`config.mk`:
```
export PLATFORM = sky130hd
export DESIGN_NAME = fifo_stream_drain
export DESIGN_NICKNAME = d
export VERILOG_FILES = /design/src/rtl/fifo_stream_drain.sv
export SDC_FILE = /design/constraint.sdc
export NUM_CORES = 1
export LEC_CHECK = 0
export CAP_MARGIN = 25
export CORE_ASPECT_RATIO = 0.6
export CORE_UTILIZATION = 48
export CTS_BUF_LIST = sky130_fd_sc_hd__clkbuf_4 sky130_fd_sc_hd__clkbuf_8
export CTS_CLUSTER_SIZE = 25
export DETAILED_ROUTE_END_ITERATION = 10
export GPL_TIMING_DRIVEN = 0
export PLACE_DENSITY = 0.86
export SYNTH_ARGS = -nofsm -noshare
export SYNTH_HDL_FRONTEND = slang
export SYNTH_SLANG_ARGS = --single-unit
```
`constraint.sdc`:
```
create_clock -name clk -period 4.2 [get_ports clk]
set_input_delay 0.84 -clock clk [delete_from_list [all_inputs] [get_ports clk]]
set_output_delay 0.84 -clock clk [all_outputs]
set_load 0.02 [all_outputs]
```
`src/rtl/fifo_stream_drain.sv`:
```
// Drains a 1-cycle-latency synchronous FIFO onto a valid/ready stream through a 2-entry buffer; first word 2 cycles after non-empty.
// Sustains 1 word/cycle; under back-pressure it stops reading once buffered + in-flight words reach 2, so nothing is dropped.
module fifo_stream_drain #(
    parameter int DATA_WIDTH = 8,
    parameter int CNT_WIDTH  = 16
) (
    input  logic                  clk,
    input  logic                  rst,
    input  logic                  fifo_empty,
    input  logic [DATA_WIDTH-1:0] fifo_data,
    output logic                  fifo_r_en,
    output logic                  m_valid,
    output logic [DATA_WIDTH-1:0] m_data,
    input  logic                  m_ready,
    output logic [1:0]            level,
    output logic [CNT_WIDTH-1:0]  words_out
);

    logic [1:0]            count_q, count_d;
    logic                  inflight_q, inflight_d;
    logic [DATA_WIDTH-1:0] buf0_q, buf0_d;
    logic [DATA_WIDTH-1:0] buf1_q, buf1_d;
    logic [CNT_WIDTH-1:0]  words_q, words_d;

    logic                  pop;
    logic [1:0]            occ;
    logic [1:0]            cnt_after_pop;

    always_comb begin
        pop       = (count_q != 2'd0) & m_ready;
        // occupancy the next edge will see if no new read is issued; m_ready feeds this on purpose
        occ       = count_q + {1'b0, inflight_q} - {1'b0, pop};
        fifo_r_en = !fifo_empty && (occ < 2'd2);

        cnt_after_pop = count_q - {1'b0, pop};
        buf0_d        = buf0_q;
        buf1_d        = buf1_q;
        words_d       = words_q;
        count_d       = cnt_after_pop;
        inflight_d    = fifo_r_en;

        if (pop) begin
            buf0_d  = buf1_q;
            words_d = words_q + {{(CNT_WIDTH-1){1'b0}}, 1'b1};
        end

        // the returning word lands in the first free slot after this cycle's pop
        if (inflight_q) begin
            if (cnt_after_pop == 2'd0) begin
                buf0_d = fifo_data;
            end else begin
                buf1_d = fifo_data;
            end
            count_d = cnt_after_pop + 2'd1;
        end
    end

    always_ff @(posedge clk or posedge rst) begin
        if (rst) begin
            count_q    <= 2'd0;
            inflight_q <= 1'b0;
            buf0_q     <= '0;
            buf1_q     <= '0;
            words_q    <= '0;
        end else begin
            count_q    <= count_d;
            inflight_q <= inflight_d;
            buf0_q     <= buf0_d;
            buf1_q     <= buf1_d;
            words_q    <= words_d;
        end
    end

    assign m_valid   = (count_q != 2'd0);
    assign m_data    = buf0_q;
    assign level     = count_q;
    assign words_out = words_q;

endmodule

```
==> run metrics <==
# setup viols final=0; Core ar.=0.00298 mm^2; Die Y=46.2 um; clock slew at reported path FFs=~0.070 ns; Mapped Cells=around 130; commonest cells after routing, fill and taps aside=39 x clkdlybuf4s50_1, 35 x dfrtp_1, 20 x nand2_1; Die ar.=~0.0035 mm^2; gr usage total=21.1%; total wire length=3130 um; Top Metal Used=met4; Lkg Pwr=~0.94 nW; drt wl/cell=14.0 um; metal2 WL=about 1500 um; delay-heaviest family, CP=buffers and inverters; io pins=40; Avg Inst Size Synth=~12 um^2; Final Max Tran Viols=0; R2R depth=8; main combinational cell family by area after synthesis=simple AND/OR/NAND/NOR gates; diode count=0; Max Fclk=0.293 GHz; Worst setup startpoint=m_ready; worst r2r src=level[1]$_DFF_PP0_; CTS sink count=35; Critical Path Sink=fifo_r_en; Yosys warning count=0; nets=194; Seq/Total Area, Yosys=56.0%; Buf/Inv on CP=3; Rows=15; Resized Gates After CTS=0; router iterations before antenna repair=4; clk root buf=clkbuf_8; initial core utilization=52.4%; worst-path fanout max=3; crit end category=primary output; antenna violations before repair=0; fin util=71.6%; Layout Skew=between 0.003 and 0.004 ns; Worst IR Drop VDD=368 uV; minimum clock period=3.41 ns; WL met1=1430 um; vias in the first global route=1102; placed wire-length estimate=2330 um; Setup TNS=0 ns; Largest stage delay, worst path=0.54 ns; CTS Buf Count=5; Post-CTS Setup Repair Bufs=0; first-pass GRT wire length=5130 um; Startpoint Class=input port; worst skew pair latency=0.27 ns; share of the cycle needed by the critical path after routing=81.2%; CP most frequent cell=clkdlybuf4s50_1; Crit Path Category=input port to primary output; Vias=1141; Post-synth ARST share=100%; grt ovf=0; Syn Nets=between 100 and 150; slew margin rel.=64.8%; met3 wire length=145 um; Synth Register Bits=35; final estimated routing congestion in global placement=0.784; HP Class=register to register; PwrDens=692 mW/mm^2; Top FF cell, synth=dfrtp_1; crit-path cells=clkdlybuf4s50_1 > inv_1 > and4_1 > a211oi_1 > nor2_1 > clkdlybuf4s50_1; WP data required=3.36 ns; CP Depth=6; highest-delay cell along the critical path=clkdlybuf4s50_1; routed vias/inst=5.12; status=finished clean; Post-Synth XOR/XNOR Area=10.1%; Synth Area in Compound Gates=under 10%; CTS tree=done; commonest non-fill, non-tap cell in the layout=clkdlybuf4s50_1; reg-to-reg setup timing slack=1.95 ns; mux contribution to synthesized area=10.9%; Hold Buf Count CTS=0; arrival time at the worst endpoint=between 2 and 3 ns; Pwr Total=0.00148 W; setup repair after global routing missed its margin=false; FF-to-FF End=m_data[5]$_DFF_PP0_; ratio of cells with drive above 1 in the final layout=between 10% and 20%; die width=75.7 um; maximum clock path buffer count=2; htree depth=2; Max Cap Viol=0; Area Overhead vs Synth=36.7%; Initial DRC Count=59; pin count of the biggest net entering global routing=27; Post-Synth Adder-Cell Area=under 10%; Worst-Margin Slew=0.524 ns; final hold vios=0; area share of and/or/nand/nor cells after synthesis=between 10% and 20%; # DRC=0; Detail Route Antenna Nets=0; Buffers on Ports=39; Post-synth EDFFs=0; Netlist cell types=25; post-synthesis cell area=0.00156 mm^2
==> cells by family after synthesis <==
family	Yosys count
AOI/OAI and AO/OA	13
muxes	16
adders and majority gates	2
DFF	35
xor gates and xnor gates	18
and+or+nand+nor	40
buffers and inverters	9
==> how the worst min path moves through the flow <==
stage,slack [ns],end,cells past startpoint,from
after floorplan,0.48,buf1_q[0]$_DFFE_PP0P_,1,buf1_q[0]$_DFFE_PP0P_
after global placement,0.46,words_out[15]$_DFFE_PP0P_,1,words_out[15]$_DFFE_PP0P_
after detailed placement,0.46,words_out[15]$_DFFE_PP0P_,1,words_out[15]$_DFFE_PP0P_
after CTS,0.48,words_out[15]$_DFFE_PP0P_,1,words_out[15]$_DFFE_PP0P_
after global routing,0.51,words_out[15]$_DFFE_PP0P_,1,words_out[15]$_DFFE_PP0P_
final,0.48,words_out[15]$_DFFE_PP0P_,1,words_out[15]$_DFFE_PP0P_
==> worst reg2reg max path, delay by kind of cell (launching register included) <==
kind,cells,cell delay (ns)
buf+inv,4,0.68
flops,1,0.38
simple gates,1,0.38
fa+ha+maj,1,0.34
compound gates,2,0.34
==> metal layers <==
metal | up-vias | global-route usage (%)
met3 | 5 | 7.00
met2 | 32 | 36.1
li1 | 544 | -
met1 | 560 | 25.7
met5 | - | 0
met4 | 0 | 6.67
==> power breakdown <==
group,switching [W],internal (W),total [W]
logic,0.000319,0.000330,0.000648
registers,0.000103,0.000464,0.000566
clock network,0.000108,0.000156,0.000264
total,0.000529,0.000949,0.00148
==> state kept, by name (all words and copies together), names as in the netlist <==
| register | cells |
|---|---|
| buf1_q | 8 |
| inflight_q | 1 |
| words_out | 16 |
| level | 2 |
| m_data | 8 |
==> synth_stat cells (3+ instances only) <==
| library cell | instances | area, um^2 |
|---|---|---|
| dfrtp_1 | 35 | 876 |
| nand2_1 | 20 | 75.1 |
| xnor2_1 | 15 | 131 |
| o21ai_0 | 9 | 45.0 |
| mux2_2 | 8 | 90.1 |
| mux2i_1 | 8 | 80.1 |
| inv_1 | 6 | 22.5 |
| nand3_1 | 4 | 20.0 |
| nand4_1 | 4 | 25.0 |
| nor2_1 | 3 | 11.3 |
| xor2_1 | 3 | 26.3 |
==> final cells by class <==
cell class	instances	area [um^2]
plain buffers	3	20.0
clock buffers	8	104
fillers	194	847
inverters	6	22.5
multi-input cells	89	644
flip-flops and latches	35	876
well taps	42	52.6
repair buffers	40	418
==> stage by stage <==
step                      hold slack, ns  setup slack, ns  cell area (um^2)  cells
after floorplan                    0.479             1.93              1560    133
after global placement             0.459            0.886              2010    214
after detailed placement           0.465            0.788              2030    215
after CTS                          0.478            0.783              2140    223
after global routing               0.511            0.684              2140    223
final                              0.478            0.790              2140    223
Note: power is estimated with default switching activity, not from simulation.
